**src/rtl/reset_sequencer.sv**
```systemverilog
// Watchdog-recovery reset sequencer: holds every downstream domain in reset, then
// releases them one at a time in index order, gated by a minimum gap and a ready handshake.
module reset_sequencer #(
  parameter int NUM_DOMAINS   = 3,
  parameter int ASSERT_CYCLES = 16,
  parameter int STAGE_GAP     = 8,
  parameter int READY_TIMEOUT = 1024
) (
  input  logic                   clk,
  input  logic                   rstn,
  input  logic                   System_reset,
  input  logic [NUM_DOMAINS-1:0] domain_ready,
  output logic [NUM_DOMAINS-1:0] domain_rstn,
  output logic                   timer_clear,
  output logic                   seq_busy,
  output logic                   seq_done,
  output logic [NUM_DOMAINS-1:0] ready_err,
  output logic [7:0]             reset_count,
  output logic [1:0]             dbg_state_o
);

  // ASSERT_CYCLES is assumed not to exceed READY_TIMEOUT so the hold count fits in cnt.
  localparam int CW = (READY_TIMEOUT > 1) ? $clog2(READY_TIMEOUT) : 1;
  localparam int IW = (NUM_DOMAINS > 1) ? $clog2(NUM_DOMAINS) : 1;

  typedef enum logic [1:0] {
    S_IDLE    = 2'd0,
    S_ASSERT  = 2'd1,
    S_RELEASE = 2'd2,
    S_DONE    = 2'd3
  } state_e;

  state_e                 state_q, state_d;
  logic [CW-1:0]          cnt_q, cnt_d;
  logic [IW-1:0]          idx_q, idx_d;
  logic                   sys_rst_q;
  logic                   counted_q, counted_d;
  logic [NUM_DOMAINS-1:0] domain_rstn_q, domain_rstn_d;
  logic                   busy_q, busy_d;
  logic                   done_q, done_d;
  logic [NUM_DOMAINS-1:0] ready_err_q, ready_err_d;
  logic [7:0]             reset_count_q, reset_count_d;

  logic trig;
  logic gap_ok;
  logic rdy;
  logic tmo;
  logic advance;

  always_comb begin
    state_d       = state_q;
    cnt_d         = cnt_q;
    idx_d         = idx_q;
    counted_d     = counted_q;
    ready_err_d   = ready_err_q;
    reset_count_d = reset_count_q;
    trig          = System_reset & ~sys_rst_q;
    gap_ok        = (cnt_q >= CW'(STAGE_GAP - 1));
    rdy           = domain_ready[idx_q];
    tmo           = (cnt_q == CW'(READY_TIMEOUT - 1));
    advance       = (gap_ok && rdy) || tmo;

    // A trigger always wins over whatever the current state would otherwise do.
    if (trig) begin
      state_d   = S_ASSERT;
      cnt_d     = '0;
      idx_d     = '0;
      counted_d = 1'b1;
    end else begin
      case (state_q)
        S_IDLE: begin
          cnt_d = '0;
        end
        S_ASSERT: begin
          if (cnt_q == CW'(ASSERT_CYCLES - 1)) begin
            state_d = S_RELEASE;
            cnt_d   = '0;
            idx_d   = '0;
          end else begin
            cnt_d = cnt_q + CW'(1);
          end
        end
        S_RELEASE: begin
          if (advance) begin
            if (!(gap_ok && rdy)) ready_err_d[idx_q] = 1'b1;
            cnt_d = '0;
            if (idx_q == IW'(NUM_DOMAINS - 1)) begin
              state_d = S_DONE;
            end else begin
              idx_d = idx_q + IW'(1);
            end
          end else begin
            cnt_d = cnt_q + CW'(1);
          end
        end
        S_DONE: begin
          state_d   = S_IDLE;
          counted_d = 1'b0;
          // The power-on sequence is not a trigger and is not counted.
          if (counted_q && (reset_count_q != 8'hFF)) reset_count_d = reset_count_q + 8'd1;
        end
        default: begin
          state_d = S_IDLE;
        end
      endcase
    end

    busy_d        = (state_d != S_IDLE);
    done_d        = (state_d == S_DONE);
    domain_rstn_d = '1;
    if (state_d == S_ASSERT) begin
      domain_rstn_d = '0;
    end else if (state_d == S_RELEASE) begin
      for (int i = 0; i < NUM_DOMAINS; i++) domain_rstn_d[i] = (i <= int'(idx_d));
    end
  end

  always_ff @(posedge clk) begin
    if (!rstn) begin
      state_q       <= S_ASSERT;
      cnt_q         <= '0;
      idx_q         <= '0;
      sys_rst_q     <= 1'b0;
      counted_q     <= 1'b0;
      domain_rstn_q <= '0;
      busy_q        <= 1'b1;
      done_q        <= 1'b0;
      ready_err_q   <= '0;
      reset_count_q <= '0;
    end else begin
      state_q       <= state_d;
      cnt_q         <= cnt_d;
      idx_q         <= idx_d;
      sys_rst_q     <= System_reset;
      counted_q     <= counted_d;
      domain_rstn_q <= domain_rstn_d;
      busy_q        <= busy_d;
      done_q        <= done_d;
      ready_err_q   <= ready_err_d;
      reset_count_q <= reset_count_d;
    end
  end

  assign domain_rstn = domain_rstn_q;
  assign seq_busy    = busy_q;
  assign timer_clear = busy_q;
  assign seq_done    = done_q;
  assign ready_err   = ready_err_q;
  assign reset_count = reset_count_q;
  assign dbg_state_o = state_q;

endmodule

```
**config.mk**
```make
export PLATFORM = sky130hd
export DESIGN_NAME = reset_sequencer
export DESIGN_NICKNAME = d
export VERILOG_FILES = /design/src/rtl/reset_sequencer.sv
export SDC_FILE = /design/constraint.sdc
export NUM_CORES = 1
export LEC_CHECK = 0
export ABC_AREA = 1
export CAP_MARGIN = 5
export CORE_MARGIN = 10
export CORE_UTILIZATION = 32
export DETAILED_ROUTE_END_ITERATION = 8
export PLACE_DENSITY_LB_ADDON = 0.1
export SLEW_MARGIN = 20
export SYNTH_ARGS = -nofsm -noshare
export SYNTH_HDL_FRONTEND = slang
export SYNTH_SLANG_ARGS = --single-unit
export TNS_END_PERCENT = 30
```
**constraint.sdc**
```tcl
create_clock -name clk -period 1.6 [get_ports clk]
set_clock_uncertainty 0.2 [all_clocks]
set_input_delay 0.4 -clock clk [delete_from_list [all_inputs] [get_ports clk]]
set_output_delay 0.4 -clock clk [all_outputs]
set_load 0.01 [all_outputs]
```
==> metrics, run 1 <==
outcome=finished with violations; failing checks=negative setup slack; Starting DRT DRC Count=34; Cell Rows=26; clock buffer depth=2; share of the clock period used by the worst path=109%; Worst Path Max Fanout=3; Max VDD drop=between 0.0004 and 0.0005 V; Die H=about 94 µm; Hold Path Class=primary input to flop; post-route setup slack=-140 ps; die area=approximately 8900 µm²; first-pass GRT wire length=7200 µm; sw frac=32.9%; Initial Util=between 30 and 40%; cell taking the most area after synthesis=dfxtp_1; first-pass detailed-route iteration total=4; H-tree depth=2; Top FF cell, synth=dfxtp_1; RSZ-0062 raised after global routing=true; register area share after synthesis=roughly 36%; Distinct cells, synth=33; most area-consuming cells after synthesis=dfxtp_1 36%, nand2_1 9.4%, ha_1 7.8%; multi-input logic area=between 1000 and 1500 µm²; post-synthesis area per instance=between 7 and 8 µm²; Tot GR Track Use=under 10%; Die W=94.1 µm; CP Cell Sequence=ha_4 -> nand2_4 -> inv_6 -> nor2_4 -> nand2_2 -> nand2_4 -> nand2_4 -> nand2_2 -> nand2_2 -> nand2_4 -> nand2_4 -> or2_1; initial antenna violation count=0; Crit path top cell by count=nand2_4; Num Clock Sinks=32; Clk pwr share=a little over a quarter; clk_lat worst skew=between 200 and 300 ps; Worst Tran Pin Value=232 ps; I/O Buffers=24; Worst setup SP type=flop; Num CTS Buffers=5; number of flops mapped to enable cells by yosys=0; register area=661 µm²; share of the synthesized area in the top cell type=36.4%; final RePlAce weighted congestion=~0.75; antenna violation net count after detailed routing=0; Largest stage delay, worst path=between 300 and 400 ps; Mapped Cells=about 240; pwr/cell area=883 nW/µm²; area grow syn2layout=55.3%; Final Non-Filler Cells=~380; total wire length=4160 µm; # setup viols final=15; CTS root buffer=clkbuf_8; grt total ovfl=0; Pint=0.00162 W; largest net degree at the start of global routing=13; Detail Placement HPWL=3200 µm; drc violations=0; flip-flop and latch count after synthesis=32; WL/cell=around 11 µm; Max Cap Viol=0; commonest cells in the netlist=44 x nand2_1, 32 x dfxtp_1, 29 x inv_1, 25 x nor2_1, 19 x a21oi_1; Post-synth ARST share=0%; I/O pin cnt=25; Critical-path top delay cell=dfxtp_4; Slew HR=84.6%; achievable frequency=between 500 and 600 MHz; sequential power share=approximately two fifths; Antenna Diode Count=0; Leak=1.28 nW; count leader, synth=nand2_1; sw power=0.000793 W; # hold bufs at CTS=0; Cell Area, Synth=approximately 1800 µm²; routed vias/inst=about 4.4; syn nets=253; core region area=roughly 5200 µm²; Combinational Power Share=between 30% and 40%; placed insts=~370; Final min period=~1700 ps; total power draw=~0.0024 W; DR vias=roughly 1700; CTS tree=yes; layout cells sized above 1=between 40 and 50%; Crit Path Class=flop to flop; Final #Nets=around 330; Final Hold Viols=0; Fin Setup TNS=-685 ps; max-slew violations=0; fill count=539; WP data required=1580 ps; CP Capture Type=flop; register clock-pin slew on the reported worst setup and hold paths=roughly 70 ps; vias in the first global route=approximately 1600; Critical Path AT=about 1700 ps; Synth Warn #=0
[power groups by stage]
stage	combinational, W	sequential, W	clock [W]
after floorplan	0.000394	0.000966	0
after global placement	0.000795	0.000933	0
after detailed placement	0.000805	0.000933	0
after CTS	0.000800	0.000920	0.000692
after global routing	0.000930	0.000929	0.000707
final	0.000835	0.000918	0.000659
[cell usage in the layout (no fill, tap or decap), types with 4 or more instances in the layout]
cell / instances
a21oi_1: 17
buf_4: 46
clkbuf_8: 6
clkdlybuf4s50_1: 4
dfxtp_1: 22
dfxtp_2: 7
dlygate4sd2_1: 17
ha_1: 7
ha_4: 4
inv_1: 23
inv_2: 6
nand2_1: 38
nand2_2: 12
nand2_4: 7
nand3_1: 12
nand4_1: 6
nor2_1: 16
nor2_2: 5
nor2_4: 8
o21ai_1: 5
[final timing paths]
check	end	startpoint	depth (start not counted)	slack, ps
setup reg to reg	seq_busy	cnt_q[0]	12	-140
hold / removal	sys_rst_q	System_reset	3	240
setup / recovery	seq_busy	cnt_q[0]	12	-140
hold reg to reg	reset_count[4]	reset_count[4]	2	260
[worst max-delay path, delay by kind of cell, from the launching register on]
family	cells	cell delay (ps)
DFF	1	350
buffers and inverters	1	50
adders and majority gates	1	170
and+or+nand+nor	10	850
[sequential cells by signal (all words and copies together), names as in the netlist]
| register | cells |
|---|---|
| cnt_q | 10 |
| reset_count | 8 |
| ready_err | 3 |
| sys_rst_q | 1 |
| domain_rstn | 3 |
| seq_busy | 1 |
| seq_done | 1 |
| counted_q | 1 |
| idx_q | 2 |
| dbg_state_o | 2 |
[cells by family after synthesis]
family,after synthesis,synth area share [%]
AO/OA/AOI/OAI,36,12.2
XOR/XNOR,3,1.49
adder cells (fa/ha/maj),11,7.82
buffers and inverters,37,8.53
flip-flops,32,36.4
AND/OR/NAND/NOR,117,33.6
[through the flow]
stage	cell area (µm²)	setup slack (ps)	hold WS (ps)	util (%)
finish	2730	-140	238	52.5
global placement	2440	-458	246	46.9
floorplan	1810	-76.9	244	-
detailed placement	2440	-458	256	46.9
CTS	2600	-150	228	49.9
global route	2730	-258	268	52.5
[area by class of cell]
type                    count  area share (%)
multi-input cells         167            42.9
flip-flops and latches     32            24.2
repair buffers             72            21.4
inverters                  32            4.86
well taps                  70            3.21
clock buffers               6            3.02
clock inverters             2           0.366
[metal layers]
metal	routed length, µm	track usage, %	up-vias
li1	-	-	905
met1	1860	10.7	735
met2	2050	17.0	23
met3	218	3.76	4
met4	34	4.18	0
met5	0	0	-
[timing repair]
item / CTS / global route
setup buffers: 2 / 3
gates resized for setup: 51 / 37
setup endpoints to repair: 44 / 32
pin swaps: 11 / 21
Note: power is estimated with default switching activity, not from simulation.
==> run 2, diff against run 1 <==
--- a/config.mk
+++ b/config.mk
@@ -9,9 +9,9 @@
 export CAP_MARGIN = 5
 export CORE_MARGIN = 10
 export CORE_UTILIZATION = 32
+export CTS_BUF_LIST = sky130_fd_sc_hd__clkbuf_2 sky130_fd_sc_hd__clkbuf_4 sky130_fd_sc_hd__clkbuf_8
 export DETAILED_ROUTE_END_ITERATION = 8
 export PLACE_DENSITY_LB_ADDON = 0.1
-export SLEW_MARGIN = 20
 export SYNTH_ARGS = -nofsm -noshare
 export SYNTH_HDL_FRONTEND = slang
 export SYNTH_SLANG_ARGS = --single-unit
==> results of run 2 <==
The final DEF is identical to that of run 1; final timing and power are the same.
==> run 3, diff against run 2 <==
--- a/config.mk
+++ b/config.mk
@@ -7,8 +7,8 @@
 export LEC_CHECK = 0
 export ABC_AREA = 1
 export CAP_MARGIN = 5
-export CORE_MARGIN = 10
-export CORE_UTILIZATION = 32
+export CORE_MARGIN = 2
+export CORE_UTILIZATION = 60
 export CTS_BUF_LIST = sky130_fd_sc_hd__clkbuf_2 sky130_fd_sc_hd__clkbuf_4 sky130_fd_sc_hd__clkbuf_8
 export DETAILED_ROUTE_END_ITERATION = 8
 export PLACE_DENSITY_LB_ADDON = 0.1
==> constraint.sdc (replaced) <==
create_clock -name clk -period 2.05 [get_ports clk]
set_clock_uncertainty 0.2 [all_clocks]
set_input_delay 0.5125 -clock clk [delete_from_list [all_inputs] [get_ports clk]]
set_output_delay 0.5125 -clock clk [all_outputs]
set_load 0.01 [all_outputs]
==> metrics, run 3 (same netlist as run 1, synthesis figures left out) <==
register area=648 µm² (was 661 µm²); Setup Slack @ Placement=-160 ps (was -458 ps); register clock-pin slew on the reported worst setup and hold paths=100 ps (was 70 ps); initial antenna violation count=0 (unchanged); Num CTS Buffers=5 (unchanged); Leak=1.04 nW (was 1.28 nW); Hold Path Class=flop to flop (was primary input to flop); Final Hold Viols=0 (unchanged); final RePlAce weighted congestion=0.861 (was 0.755); Final #Nets=295 (was 327); Max VDD drop=0.000665 V (was 0.000487 V); Detail Placement HPWL=2740 µm (was 3200 µm); area grow syn2layout=25.6% (was 55.3%); Cell Rows=19 (was 26); WP data required=1340 ps (was 1580 ps); Critical Path AT=1290 ps (was 1720 ps); # hold bufs at CTS=0 (unchanged); Largest stage delay, worst path=550 ps (was 350 ps); die area=3380 µm² (was 8860 µm²); CP Cell Sequence=clkdlybuf4s50_1 (was ha_4 -> nand2_4 -> inv_6 -> nor2_4 -> nand2_2 -> nand2_4 -> nand2_4 -> nand2_2 -> nand2_2 -> nand2_4 -> nand2_4 -> or2_1); Post-DP Area=2140 µm² (was 2440 µm²); Worst Tran Pin Value=358 ps (was 232 ps); most frequent cells in the layout=44 x nand2_1, 29 x inv_1, 26 x dfxtp_1 (was 46 x buf_4, 38 x nand2_1, 23 x inv_1); DR vias=1586 (was 1667); Die W=58.1 µm (was 94.1 µm); post-route setup slack=49.6 ps (was -140 ps); first-pass GRT wire length=6330 µm (was 7200 µm); CTS tree=yes (unchanged); H-tree depth=2 (unchanged); Die H=58.1 µm (was 94.1 µm); outcome=finished clean (was finished with violations); Final Instance Area=2210 µm² (was 2730 µm²); first-pass detailed-route iteration total=6 (was 4); most common cell after layout, fill and taps aside=nand2_1 (was buf_4); hold path start=reset_count[4] (was System_reset); antenna violation net count after detailed routing=0 (unchanged); max-slew violations=0 (unchanged); Crit Path Class=flop to output pin (was flop to flop); Post-CTS Setup Bufs=0 (was 2); # setup viols final=0 (was 15); Largest register FFs=10 (unchanged); clock buffer depth=2 (unchanged); drc violations=0 (unchanged); I/O pin cnt=25 (unchanged); Tot GR Track Use=24.8% (was 9.95%); Num Clock Sinks=32 (unchanged); Largest Register=cnt_q (unchanged); Initial Util=63.2% (was 33.8%); I/O Buffers=24 (unchanged); clk_lat worst skew=340 ps (was 290 ps); multi-input logic area=968 µm² (was 1170 µm²); worst hold stages=2 (was 3); CP Capture Type=output pin (was flop); Starting DRT DRC Count=79 (was 34); r2r startpoint=cnt_q[1] (was cnt_q[0]); total wire length=3640 µm (was 4160 µm); share of the clock period used by the worst path=a little over nine tenths; CTS root buffer=clkbuf_4 (was clkbuf_8); Antenna Diode Count=0 (unchanged); Worst setup SP type=flop (unchanged); flop-to-flop setup slack=170 ps (was -140 ps); vias in the first global route=1466 (was 1631); core region area=2780 µm² (was 5200 µm²); CP Buf/Inv Count=1 (unchanged); RSZ-0062 raised after global routing=false (was true); layout cells sized above 1=20.8% (was 41.5%); Max Cap Viol=0 (unchanged); largest net degree at the start of global routing=13 (unchanged); grt total ovfl=0 (unchanged); Worst Path Max Fanout=6 (was 3); achievable frequency=500 MHz; Final min period=2000 ps; pwr/cell area=728 nW/µm² (was 883 nW/µm²); FF-to-FF End=domain_rstn[1] (was seq_busy); Hold EP=reset_count[4] (was sys_rst_q); WL/cell=11.7 µm (was 10.9 µm); Critical-path top delay cell=clkdlybuf4s50_1 (was dfxtp_4); fill count=207 (was 539); Slew HR=76.1% (was 84.6%); Largest delay share family, worst path=buffers and inverters (was simple AND/OR/NAND/NOR gates); Worst R2R Path Depth=13 (was 12); routed vias/inst=5.12 (was 4.38)
## run 3: cell count changes in the layout (fill, tap and decap cells not counted), sizes merged
cell           delta
buf              -34
clkdlybuf4s15     -1
clkdlybuf4s50    +17
dlygate4sd2      -15
dlymetal6s2s      +1
## run 3: through the flow
stage	instances	utilization, %	power, W	hold slack, ps	setup TNS (ps)
2_1_floorplan	236	-	0.00103	244	0
3_3_place_gp	302	77.0	0.00123	248	-422
3_5_place_dp	302	77.0	0.00124	257	-631
4_1_cts	310	79.2	0.00162	277	0
5_1_grt	310	79.4	0.00171	297	0
6_report	310	79.4	0.00161	270	0
## run 3: where the power goes
group	switching, W	total, W	internal (W)	leakage (nW)
combinational	0.000284	0.000528	0.000244	0.743
clock	0.000219	0.000381	0.000163	0.0380
sequential	0.0000242	0.000699	0.000675	0.262
total	0.000527	0.00161	0.00108	1.04
## run 3: how the worst max path moves through the flow
stage | cells past startpoint | slack (ps) | to | startpoint
floorplan | 8 | 170 | cnt_q[4] | dbg_state_o[0]
global placement | 10 | -150 | reset_count[7] | System_reset
detailed placement | 10 | -160 | reset_count[7] | System_reset
CTS | 1 | 10 | reset_count[2] | reset_count[2]
global route | 1 | 0.4 | dbg_state_o[1] | dbg_state_o[1]
finish | 1 | 50 | dbg_state_o[1] | dbg_state_o[1]
## run 3: what timing repair did
item | CTS | global route
gates resized for setup | 4 | 5
endpoints found under the hold margin | 0 | 0
setup endpoints to repair | 4 | 5
## run 3: cell type report
class | instances | area share (%)
Clock buffer | 6 | 2.32
Clock inverter | 2 | 0.453
Inverter | 32 | 5.44
Multi-Input combinational cell | 167 | 43.8
Sequential cell | 32 | 29.3
Tap cell | 31 | 1.76
Timing Repair Buffer | 40 | 16.9
## run 3: layer usage
metal	up-vias	track usage [%]	wire (µm)
met1	705	29.8	1620
met4	0	10.6	63
li1	837	-	-
met2	38	40.7	1770
met5	-	0	0
met3	6	7.59	189
